## src/rtl/single_ifetch_pkg.sv

```systemverilog
// Shared definitions for the single_ifetch instruction-fetch reader:
// FSM encoding, default sentinel/NOP words and the timeout counter width helper.
package single_ifetch_pkg;

  typedef enum logic [1:0] {
    IDLE = 2'd0,
    WAIT = 2'd1,
    HOLD = 2'd2
  } state_t;

  localparam logic [31:0] DEFAULT_RESET_PC = 32'hFFFF_FFFF;
  localparam logic [31:0] DEFAULT_NOP_INST = 32'h0000_0000;

  // Bits needed to count 0..limit-1; never narrower than one bit.
  function automatic int timeout_width(input int limit);
    return (limit > 2) ? $clog2(limit) : 1;
  endfunction

endpackage

```

## src/rtl/single_ifetch_timeout.sv

```systemverilog
// Wait-cycle counter for single_ifetch; exists only when FETCH_TIMEOUT_EN is defined.
// expired is high during the LIMIT-th consecutive enabled cycle after a clear.
`ifdef FETCH_TIMEOUT_EN
module ifetch_timeout
  import single_ifetch_pkg::*;
#(
  parameter int LIMIT = 16
) (
  input  logic clk,
  input  logic rst,
  input  logic clear,
  input  logic enable,
  output logic expired
);

  localparam int W = timeout_width(LIMIT);

  logic [W-1:0] count;

  assign expired = (count == W'(LIMIT - 1));

  always_ff @(posedge clk or posedge rst) begin
    if (rst) begin
      count <= '0;
    end else if (clear) begin
      count <= '0;
    end else if (enable && !expired) begin
      count <= count + 1'b1;
    end
  end

endmodule
`endif

```

## src/rtl/single_ifetch.sv

```systemverilog
// Instruction-fetch reader: samples pc, runs a req/ready memory read and holds the word for decode.
// Optional wait-state timeout abort is enabled by defining FETCH_TIMEOUT_EN.
module single_ifetch
  import single_ifetch_pkg::*;
#(
  parameter logic [31:0] RESET_PC = DEFAULT_RESET_PC,
  parameter logic [31:0] NOP_INST = DEFAULT_NOP_INST,
  parameter int          TIMEOUT  = 16
) (
  input  logic        clk,
  input  logic        rst,
  input  logic [31:0] pc,
  input  logic        flush,
  output logic        pc_hold,
  output logic        mem_req,
  output logic [31:0] mem_addr,
  input  logic        mem_ready,
  input  logic [31:0] mem_rdata,
  output logic [31:0] inst,
  output logic [31:0] inst_pc,
  output logic        inst_valid,
  input  logic        inst_ready,
  output logic        fetch_err
);

  if (TIMEOUT < 2) begin : g_bad_timeout
    $error("single_ifetch: TIMEOUT must be at least 2");
  end

  state_t      state, state_d;
  logic        drop, drop_d;
  logic        mem_req_d, valid_d, err_d;
  logic [31:0] addr_d, inst_d, inst_pc_d;
  logic        timeout_hit;

`ifdef FETCH_TIMEOUT_EN
  ifetch_timeout #(.LIMIT(TIMEOUT)) u_timeout (
    .clk     (clk),
    .rst     (rst),
    .clear   (state != WAIT),
    .enable  (state == WAIT),
    .expired (timeout_hit)
  );
`else
  assign timeout_hit = 1'b0;
`endif

  // The decoder can only release the PC on the cycle it actually takes the word.
  assign pc_hold = ~((state == HOLD) && inst_ready && !flush);

  always_comb begin
    state_d   = state;
    drop_d    = drop;
    mem_req_d = mem_req;
    addr_d    = mem_addr;
    inst_d    = inst;
    inst_pc_d = inst_pc;
    valid_d   = inst_valid;
    err_d     = fetch_err;
    unique case (state)
      IDLE: begin
        if (pc != RESET_PC && !flush) begin
          if (pc[1:0] != 2'b00) begin
            state_d   = HOLD;
            inst_d    = NOP_INST;
            inst_pc_d = pc;
            valid_d   = 1'b1;
            err_d     = 1'b1;
          end else begin
            state_d   = WAIT;
            mem_req_d = 1'b1;
            addr_d    = pc;
          end
        end
      end
      WAIT: begin
        // A request cannot be withdrawn, so a flush only marks the eventual data as stale.
        if (mem_ready || timeout_hit) begin
          mem_req_d = 1'b0;
          if (drop || flush) begin
            state_d = IDLE;
            drop_d  = 1'b0;
          end else begin
            state_d   = HOLD;
            inst_d    = mem_ready ? mem_rdata : NOP_INST;
            inst_pc_d = mem_addr;
            valid_d   = 1'b1;
            err_d     = !mem_ready;
          end
        end else if (flush) begin
          drop_d = 1'b1;
        end
      end
      HOLD: begin
        if (flush) begin
          state_d = IDLE;
          valid_d = 1'b0;
          inst_d  = NOP_INST;
          err_d   = 1'b0;
        end else if (inst_ready) begin
          state_d = IDLE;
          valid_d = 1'b0;
        end
      end
      default: state_d = IDLE;
    endcase
  end

  always_ff @(posedge clk or posedge rst) begin
    if (rst) begin
      state      <= IDLE;
      drop       <= 1'b0;
      mem_req    <= 1'b0;
      mem_addr   <= '0;
      inst       <= NOP_INST;
      inst_pc    <= RESET_PC;
      inst_valid <= 1'b0;
      fetch_err  <= 1'b0;
    end else begin
      state      <= state_d;
      drop       <= drop_d;
      mem_req    <= mem_req_d;
      mem_addr   <= addr_d;
      inst       <= inst_d;
      inst_pc    <= inst_pc_d;
      inst_valid <= valid_d;
      fetch_err  <= err_d;
    end
  end

endmodule

```

## config.mk

```make
export PLATFORM = sky130hd
export DESIGN_NAME = single_ifetch
export DESIGN_NICKNAME = d
export VERILOG_FILES = /design/src/rtl/single_ifetch_pkg.sv /design/src/rtl/single_ifetch_timeout.sv /design/src/rtl/single_ifetch.sv
export SDC_FILE = /design/constraint.sdc
export NUM_CORES = 1
export LEC_CHECK = 0
export BUFFER_PORTS_ARGS = -buffer_cell sky130_fd_sc_hd__buf_2
export CAP_MARGIN = 0
export CORE_ASPECT_RATIO = 0.75
export CORE_MARGIN = 2
export CORE_UTILIZATION = 35
export DETAILED_ROUTE_END_ITERATION = 7
export MAX_ROUTING_LAYER = met4
export PLACE_DENSITY = 0.55
export SLEW_MARGIN = 0
export SYNTH_ARGS = -nofsm -noshare
export SYNTH_HDL_FRONTEND = slang
export SYNTH_HIERARCHICAL = 1
export SYNTH_SLANG_ARGS = --single-unit
```

## constraint.sdc

```tcl
create_clock -name clk -period 4.3 [get_ports clk]
set_input_delay 0.215 -clock clk [delete_from_list [all_inputs] [get_ports clk]]
set_output_delay 0.215 -clock clk [all_outputs]
set_load 0.1 [all_outputs]
```

==> results_dict.tcl <==
set metrics [dict create \
    status "complete, no violations" \
    seq_area_um2 2592 \
    synth_common_cells "nand2_1, nand4_1, dfrtp_1" \
    synth_top_cell_area_share 0.3081 \
    fp.dieH_um 114.4 \
    start_kind "flip-flop" \
    hpwlAfterDp_um 11450 \
    clockBufferDepth 2 \
    antenna_found_initial 0 \
    hold_viol 0 \
    async_reset_ff_frac 1.000 \
    rsz0062_at_grt "false" \
    syn-num-nets 674 \
    synth_cell_types 31 \
    synthMuxAreaShare 0.05942 \
    num_rows 40 \
    yosys.area_share.xor_xnor 0 \
    fill_cells 1566 \
    period_needed_ps 3298 \
    port_buffers 168 \
    finalCritPeriodShare 0.7669 \
    h-tree-depth 3 \
    syn_area_per_cell_um2 9.397 \
    drtAntennaViolNets 0 \
    worstSetupPathType "reg2reg" \
    place.gp.congestion 0.7728 \
    ys_dominant_reg_cell "dfrtp_1" \
    viasPerCell 5.904 \
    grt_use_total 0.2180 \
    drc 0 \
    p_per_area_nw_per_um2 679.9 \
    dr.pass1.iters 6 \
    min_from "mem_rdata[4]" \
    ctsHoldBuffers 1 \
    synth_compound_area_frac 0.1494 \
    synth_edf_count 0 \
    hold_depth 3 \
    grt_overflow_total 0 \
    slew_headroom 0.2228 \
    worstSetupEndpointType "flip-flop" \
    clock_skew_ps 9.692 \
    multiInputGateArea_um2 2800 \
    num_vias 5544 \
    grt_pass1_vias 5384 \
    post_cts_resized 0 \
    critPathArrivalTime_ps 3570 \
    die_w_um 151.2 \
    ff2ff_path_depth 6 \
    initial_utilization 0.3561 \
    maxCapViolations 0 \
    synthTopCellsByArea "dfrtp_1, dfstp_2, nand4_1, nand2_1, nand3_1" \
    clock_sinks 102 \
    worstPathMaxFanout 99 \
    root_buffer "clkbuf_16" \
    avgRoutedWirePerCell_um 19.45 \
    synth.most_common_cell "nand2_1" \
    yosysWarnings 6 \
    finalPower_mw 4.687 \
    syn_inst 605 \
    yosysTopAreaCell "dfrtp_1" \
    grt_pass1_wl_um 28860 \
    r2r_slack_ps 1000 \
    maxSlewViolCount 0 \
    grt_max_degree 100 \
    hold_path_class "in2reg" \
    cts.reportedPaths.clkPinSlew_ps 70 \
    routed_wl_um 18270 \
    layout.nets 794 \
    syn_to_final_growth_pct 21.26 \
    p_leak_nw 3.165 \
    drtIter0Drc 443 \
    cp.required_ps 4570 \
    r2r_end "inst_pc[17]" \
    syn_area_um2 5685 \
    synth_seq_cells 102 \
    n_antenna_cell 0 \
    clkLatencyLatePin_ps 360 \
    synthAdderAreaFrac 0 \
    synth_seq_area_share 0.4560 \
    ioPinCount 169 \
    synthSimpleGateAreaFrac 0.2775 \
    max_freq_ghz 0.3032 \
    final.setup.tns_ps 0 \
    drive_gt1_frac 0.3676 \
    synth_top_family_by_area "simple AND/OR/NAND/NOR gates" \
    coreArea_um2 15970 \
    cts_tree "built" \
    setup_viol 0 \
    min_to "inst[4]" \
    vdd_ir_drop_max_uv 391.1 \
    postCtsSetupBuffers 0 \
    tightestPinTransition_ps 1166 \
    timing.rr.start "state[0]" \
    die_area_um2 17290 \
    cts-buffers-inserted 9 \
]
==> cell families after synthesis <==
| group | count (synthesis) |
|---|---|
| mux | 30 |
| flops | 102 |
| buf+inv | 78 |
| simple gates | 286 |
| compound gates | 109 |
==> placed cells by master (no fill, tap or decap), drive strengths merged <==
master	n
inv	4
dfstp	32
nand4	72
a21oi	5
a21o	1
o32a	1
nor2b	3
and4	32
or2	1
nor4	3
clkbuf	10
clkinvlp	1
a221oi	1
dlygate4sd3	1
o21bai	2
nand3b	3
buf	182
mux2	30
and2	1
nand2	96
clkinv	4
nor3	1
o211ai	32
o21a	1
nand2b	1
a31oi	33
a221o	32
nand3	67
nor2	6
dfrtp	70
a211o	1
==> state kept, by name, indices dropped and copies added (netlist names) <==
register and cells:
inst_pc 32, state 2, inst_valid 1, mem_addr 32
inst 32, drop 1, mem_req 1, fetch_err 1
==> power breakdown <==
part           switching [mW]  internal (mW)  leakage, nW
Sequential              0.224           1.26         1.24
Combinational            2.06          0.384         1.80
Clock                   0.363          0.400        0.132
==> critical path, cell delays in order, from the launching register on <==
cell,delay [ps]
dfrtp_1,320
buf_4,420
nor2b_4,230
buf_4,510
nand3_4,1010
a31oi_1,550
nand3_1,130
==> stage by stage <==
stage	util	setup WS (ps)	std cells	hold slack, ps	cell area, um^2
3_5_place_dp	0.4146	1055	923	383.9	6619
2_1_floorplan	-	1462	605	330.7	5685
5_1_grt	0.4318	775.1	939	55.72	6894
6_report	0.4318	1002	939	57.75	6894
4_1_cts	0.4318	1055	939	42.54	6894
3_3_place_gp	0.4146	1173	923	376.8	6619
==> metal layers <==
| metal | track usage | part of all wire | routed length, um | up-vias |
|---|---|---|---|---|
| met5 | - | 0 | 0 | - |
| met4 | 0.06916 | 0.016 | 295 | 0 |
| met3 | 0.04502 | 0.054 | 992 | 21 |
| met2 | 0.3336 | 0.47 | 8658 | 195 |
| met1 | 0.2916 | 0.46 | 8318 | 2765 |
| li1 | - | - | - | 2563 |
==> worst max-delay path by stage <==
stage              from     endpoint
2_1_floorplan       rst         drop
3_3_place_gp   state[0]   inst_valid
3_5_place_dp   state[0]   inst_valid
4_1_cts        state[0]   inst_valid
5_1_grt        state[0]   inst_valid
6_report       state[0]  inst_pc[17]
==> cell type report <==
class	instances	share of cell area
multi-input cells	425	0.4062
flip-flops and latches	102	0.3760
repair buffers	183	0.1387
well taps	210	0.03811
clock buffers	10	0.03466
clock inverters	5	0.003811
inverters	4	0.002541
Power figures use the tool's default switching activity.
